$ cat src/rtl/lu_arbiter.sv
// rtl/lu_arbiter.sv - two-requester round-robin arbiter and sequencer for the shared bitwise logic unit
module lu_arbiter #(
    parameter int WIDTH = 32
) (
    input  logic             clk,
    input  logic             rst,
    input  logic             req0_valid,
    input  logic [1:0]       req0_op,
    input  logic [WIDTH-1:0] req0_a,
    input  logic [WIDTH-1:0] req0_b,
    output logic             req0_ready,
    input  logic             req1_valid,
    input  logic [1:0]       req1_op,
    input  logic [WIDTH-1:0] req1_a,
    input  logic [WIDTH-1:0] req1_b,
    output logic             req1_ready,
    output logic             resp0_valid,
    output logic             resp1_valid,
    input  logic             resp0_ready,
    input  logic             resp1_ready,
    output logic [WIDTH-1:0] resp_data,
    output logic             resp_zero
);

    typedef enum logic {
        IDLE = 1'b0,
        HOLD = 1'b1
    } state_t;

    state_t           state, state_nxt;
    logic             owner, owner_nxt;
    logic             last, last_nxt;
    logic [WIDTH-1:0] resp_data_nxt;
    logic             resp_zero_nxt;

    logic             grant;
    logic             owner_rdy;
    logic             slot_free;
    logic             accept;
    logic [1:0]       g_op;
    logic [WIDTH-1:0] g_a;
    logic [WIDTH-1:0] g_b;
    logic [WIDTH-1:0] result;

    // Round-robin grant: a lone requester always wins, contention goes opposite to the last winner.
    always_comb begin
        grant = 1'b0;
        if (req0_valid && req1_valid) begin
            grant = ~last;
        end else if (req1_valid) begin
            grant = 1'b1;
        end
        owner_rdy  = owner ? resp1_ready : resp0_ready;
        slot_free  = (state == IDLE) || owner_rdy;
        req0_ready = ~rst && slot_free && (grant == 1'b0) && req0_valid;
        req1_ready = ~rst && slot_free && (grant == 1'b1) && req1_valid;
        accept     = req0_ready || req1_ready;
    end

    // Shared logic unit fed by the granted requester's operation.
    always_comb begin
        g_op = grant ? req1_op : req0_op;
        g_a  = grant ? req1_a  : req0_a;
        g_b  = grant ? req1_b  : req0_b;
        case (g_op)
            2'b00:   result = g_a & g_b;
            2'b01:   result = g_a | g_b;
            2'b10:   result = g_a ^ g_b;
            default: result = ~(g_a | g_b);
        endcase
    end

    // Next-state: load on accept (also back-to-back over a consumed response), drain on consume.
    always_comb begin
        state_nxt     = state;
        owner_nxt     = owner;
        last_nxt      = last;
        resp_data_nxt = resp_data;
        resp_zero_nxt = resp_zero;
        if (accept) begin
            state_nxt     = HOLD;
            owner_nxt     = grant;
            last_nxt      = grant;
            resp_data_nxt = result;
            resp_zero_nxt = (result == '0);
        end else if (state == HOLD && owner_rdy) begin
            state_nxt = IDLE;
        end
    end

    // State and response registers; reset clears a pending response immediately.
    always_ff @(posedge clk or posedge rst) begin
        if (rst) begin
            state     <= IDLE;
            owner     <= 1'b0;
            last      <= 1'b1;
            resp_data <= '0;
            resp_zero <= 1'b0;
        end else begin
            state     <= state_nxt;
            owner     <= owner_nxt;
            last      <= last_nxt;
            resp_data <= resp_data_nxt;
            resp_zero <= resp_zero_nxt;
        end
    end

    // The owner bit only means something while the register is full, so valids cannot both be high.
    always_comb begin
        resp0_valid = (state == HOLD) && !owner;
        resp1_valid = (state == HOLD) && owner;
    end

endmodule

$ cat config.mk
export PLATFORM = sky130hd
export DESIGN_NAME = lu_arbiter
export DESIGN_NICKNAME = d
export VERILOG_FILES = /design/src/rtl/lu_arbiter.sv
export SDC_FILE = /design/constraint.sdc
export NUM_CORES = 1
export LEC_CHECK = 0
export CAP_MARGIN = 10
export CORE_MARGIN = 1.5
export CORE_UTILIZATION = 44
export CTS_CLUSTER_DIAMETER = 150
export CTS_CLUSTER_SIZE = 25
export DETAILED_ROUTE_END_ITERATION = 7
export PLACE_DENSITY = 0.85
export SYNTH_ARGS = -nofsm -noshare
export SYNTH_HDL_FRONTEND = slang
export SYNTH_SLANG_ARGS = --single-unit
$ cat constraint.sdc
create_clock -name clk -period 4.35 [get_ports clk]
set_clock_uncertainty 0.2 [all_clocks]
set_input_delay 0.87 -clock clk [delete_from_list [all_inputs] [get_ports clk]]
set_output_delay 0.87 -clock clk [all_outputs]
set_load 0.02 [all_outputs]
==> run summary <==
Setup violations remaining at the end of the flow were counted as 0. After clock tree synthesis, the clock-pin slew on the worst setup and hold paths is 60 ps. The number of buffers and inverters on the critical path was 3. The area of the core is 0.00920 mm^2, and the share of the synthesized area in the top cell type is 0.211.

The run gives 0.636 as the part of the power in combinational logic. For the normalized max-slew margin, the log shows 0.527. The critical path in this run is classified as input pin to primary output. Setup total negative slack on the finished layout was measured at 0 ps. After the first detailed-routing iteration, the DRC count stood at 68. The die outline area was 0.0100 mm^2; the total non-filler cell area in the finished layout was 0.00609 mm^2. For the overall overflow remaining after global route, the log shows 0. The root buffer cell chosen for the clock tree is clkbuf_8.

The tools report the number of antenna repair diodes as 0. Internal power comes to 1270 uW. Max-cap violations in this run came to 0. Power spread over the standard cell area amounts to 353 mW/mm^2. After floorplanning, the core was divided into 35 placement rows.

Summing internal, switching and leakage power gives 2150 uW. In the routed layout, each cell is associated on average with a via count of 5.22. The HPWL reported at the end of detailed placement was 9.07 mm. Post-CTS repair changed the size of 0 cells. The logs give 0 for the initial antenna violation count and 0.256 for the part of the power in registers. The die is 100 um wide.

For the first-pass iteration count of the detailed router, the log shows 4. Most frequent standard cell in the layout excluding fill and tap cells: clkdlybuf4s50_1. Timing analysis after detailed placement gives a worst setup slack of 161 ps. The family with the most delay on the worst path was buffers and inverters.

TritonCTS built the clock tree. After layout, the minimum clock period comes to 3970 ps. The number of clock buffers added by TritonCTS is 5. The final layout contains routed wiring with a total length of 11.1 mm. The routability congestion estimate is 0.793. The tree built by TritonCTS fans out to 36 sinks.

When the netlist entered floorplanning its net count stood at 678. The logs give 3908 for the via count and 0.450 for the effective utilization at floorplan. Counting flops and latches in the post-synthesis netlist gives 36.

After synthesis, the cell types taking the most area are dfrtp_1, ha_1, mux2_2. Latest clock arrival within the worst-skew pair: 280 ps. At the end of the flow, the number of nets in the layout was 838.

For the total count of hold-check failures in the final report, the log shows 0. The maximum achievable frequency was 0.252 GHz; the vertical die dimension was 100 um. The count of hold-fix buffers inserted at cts is 0. For this design the total switching power over the nets is 874 uW. The tools report the share of synthesized area occupied by flip-flops and latches as 0.218. The run finished with clean final reports.

The number of nets with antenna violations after routing is 0. The number of port buffers was 174; the synthesized instance count was 476. The run gives 0.221 as the global router's overall resource usage. For the via count of the first global-routing pass, the log shows 3935.

Dividing the detail-routed wire length by the instance count gives 14.8 um. Compared with the post-synthesis result, the final layout area differs by 46.9%. For this run, design rule violations remaining after detail routing come to 0.

The tools report the number of H-tree levels as 2. Setup slack on the critical path of the routed design comes to 375 ps. On the worst path, the slowest cell contributes a delay of 610 ps. The post-CTS setup repair buffer count was 0; the post-synthesis area per instance was 8.70 um^2. For the number of buffers between clock root and the deepest sink, the log shows 2. The run gives 0 as the final count of pins violating max slew.

In the layout the commonest cells are clkdlybuf4s50_1, inv_1, ha_1. The netlist uses 33 different library cells. Summed over all cells, the static leakage comes to 0.00285 uW. The tools report the arrival time reported for the critical path endpoint as 2900 ps.

Setup repair after global routing left no endpoint under its margin. The net switching share of the total power came out at 0.407. Walking the worst path, the cells encountered are clkdlybuf4s50_1 -> a21boi_4 -> buf_4 -> and2_1 -> clkdlybuf4s50_1. The worst setup path is launched from an input pin. First-pass GRT wire length: 17.8 mm.

The slowest stage of the critical path is the clkdlybuf4s50_1 cell. Pin placement for this block handled 175 I/O pins. STA puts the critical path data required time at 3280 ps. For flop-to-flop paths, the worst setup slack is 1360 ps. At the pin with the least slew margin, the transition time is 707 ps. The path category of the worst min-delay check was flop to flop. For the peak ir drop on the vdd network, the log shows 0.182 mV. The highest fanout seen on the critical path was 27; the part of the total power dissipated in the clock network was 0.108. Of all cell types, the one taking the most synthesized area is dfrtp_1. In this run the cell area measured after placement is 0.00600 mm^2.

The run gives 0 as the count of yosys warnings during synthesis. The cell with the most instances on the worst path is clkdlybuf4s50_1. The tools report the kind of end point of the critical path as a primary output. The ratio of cells with drive above 1 in the final layout works out to 0.0926. In this run the cell area of the synthesized design comes to 0.00414 mm^2. The final worst-path cycle share is 0.914, and the maximum number of pins on one net before global-route repair is 39.
## cell families after synthesis
group                    Yosys count  share of synthesized area
multiplexers                      76                      0.200
AND/OR/NAND/NOR                   76                     0.0792
AO/OA/AOI/OAI                     96                      0.147
adder cells (fa/ha/maj)           64                      0.193
buffers and inverters             96                     0.0949
flip-flops                        36                      0.218
XOR/XNOR                          32                     0.0677
## routing by layer
layer	global-route usage	share of wire	up-vias
met4	0.0618	0.019	0
met3	0.0425	0.053	18
met2	0.434	0.54	125
met5	0	0	-
li1	-	-	1928
met1	0.238	0.38	1837
## power by group through the flow
| stage | Combinational, uW | Clock (uW) | Sequential (uW) |
|---|---|---|---|
| 2_1_floorplan | 665 | 0 | 695 |
| 3_3_place_gp | 1320 | 0 | 551 |
| 3_5_place_dp | 1370 | 0 | 557 |
| 4_1_cts | 1380 | 237 | 551 |
| 5_1_grt | 1490 | 254 | 564 |
| 6_report | 1370 | 231 | 550 |
## tightest hold or removal path, delay by kind of cell, from the launching register on
family,cells,cell delay (ps)
compound gates,1,60
flops,1,340
simple gates,1,50
## cells in the mapped netlist
| cell | count |
|---|---|
| buf_1 | 1 |
| a32o_1 | 1 |
| nor2_1 | 3 |
| nor2b_1 | 2 |
| dfrtp_1 | 35 |
| a21o_1 | 1 |
| o21ai_1 | 24 |
| buf_2 | 8 |
| o21ai_0 | 2 |
| mux2i_1 | 34 |
| dfstp_2 | 1 |
| nand2_1 | 60 |
| inv_1 | 66 |
| buf_6 | 2 |
| ha_1 | 64 |
| and2_1 | 2 |
| mux2_1 | 2 |
| a22oi_1 | 7 |
| buf_4 | 2 |
| a21oi_1 | 32 |
| a211o_1 | 1 |
| nor4_1 | 1 |
| mux2_2 | 38 |
| clkbuf_1 | 17 |
| mux2_4 | 1 |
| nor4b_2 | 1 |
| nand4_1 | 6 |
| a211oi_1 | 2 |
| or4_1 | 1 |
| mux2i_4 | 1 |
| a22o_1 | 24 |
| a21boi_1 | 2 |
| xnor2_1 | 32 |
## sequential cells by signal, indices dropped and copies added (netlist names)
register,count
resp_zero,1
state,1
resp_data,32
owner,1
last,1
## area by class of cell
cell class,instances,area (um^2)
Tap cell,111,139
Fill cell,770,3110
Clock buffer,7,76.3
Sequential cell,36,902
Timing Repair Buffer,183,1850
Inverter,66,248
Multi-Input combinational cell,344,2870
Clock inverter,1,5.00
## per-stage QoR
stage | hold WS (ps) | instances | util
3_3_place_gp | 268 | 740 | 0.653
4_1_cts | 289 | 748 | 0.662
5_1_grt | 298 | 748 | 0.662
6_report | 285 | 748 | 0.662
3_5_place_dp | 274 | 740 | 0.653
2_1_floorplan | 263 | 476 | -
## worst paths after layout
| path | cells after the start | end | start |
|---|---|---|---|
| setup reg to reg | 10 | resp_zero$_DFFE_PP0P_ | last$_DFFE_PP1P_ |
| hold reg to reg | 2 | resp_data[27]$_DFFE_PP0P_ | resp_data[27]$_DFFE_PP0P_ |
| min in group asynchronous | 2 | resp_zero$_DFFE_PP0P_ | rst |
| hold / removal | 2 | resp_data[27]$_DFFE_PP0P_ | resp_data[27]$_DFFE_PP0P_ |
| setup / recovery | 5 | req1_ready | req1_valid |
| max in group asynchronous | 3 | resp_data[23]$_DFFE_PP0P_ | rst |
(Power assumes the default switching activity.)
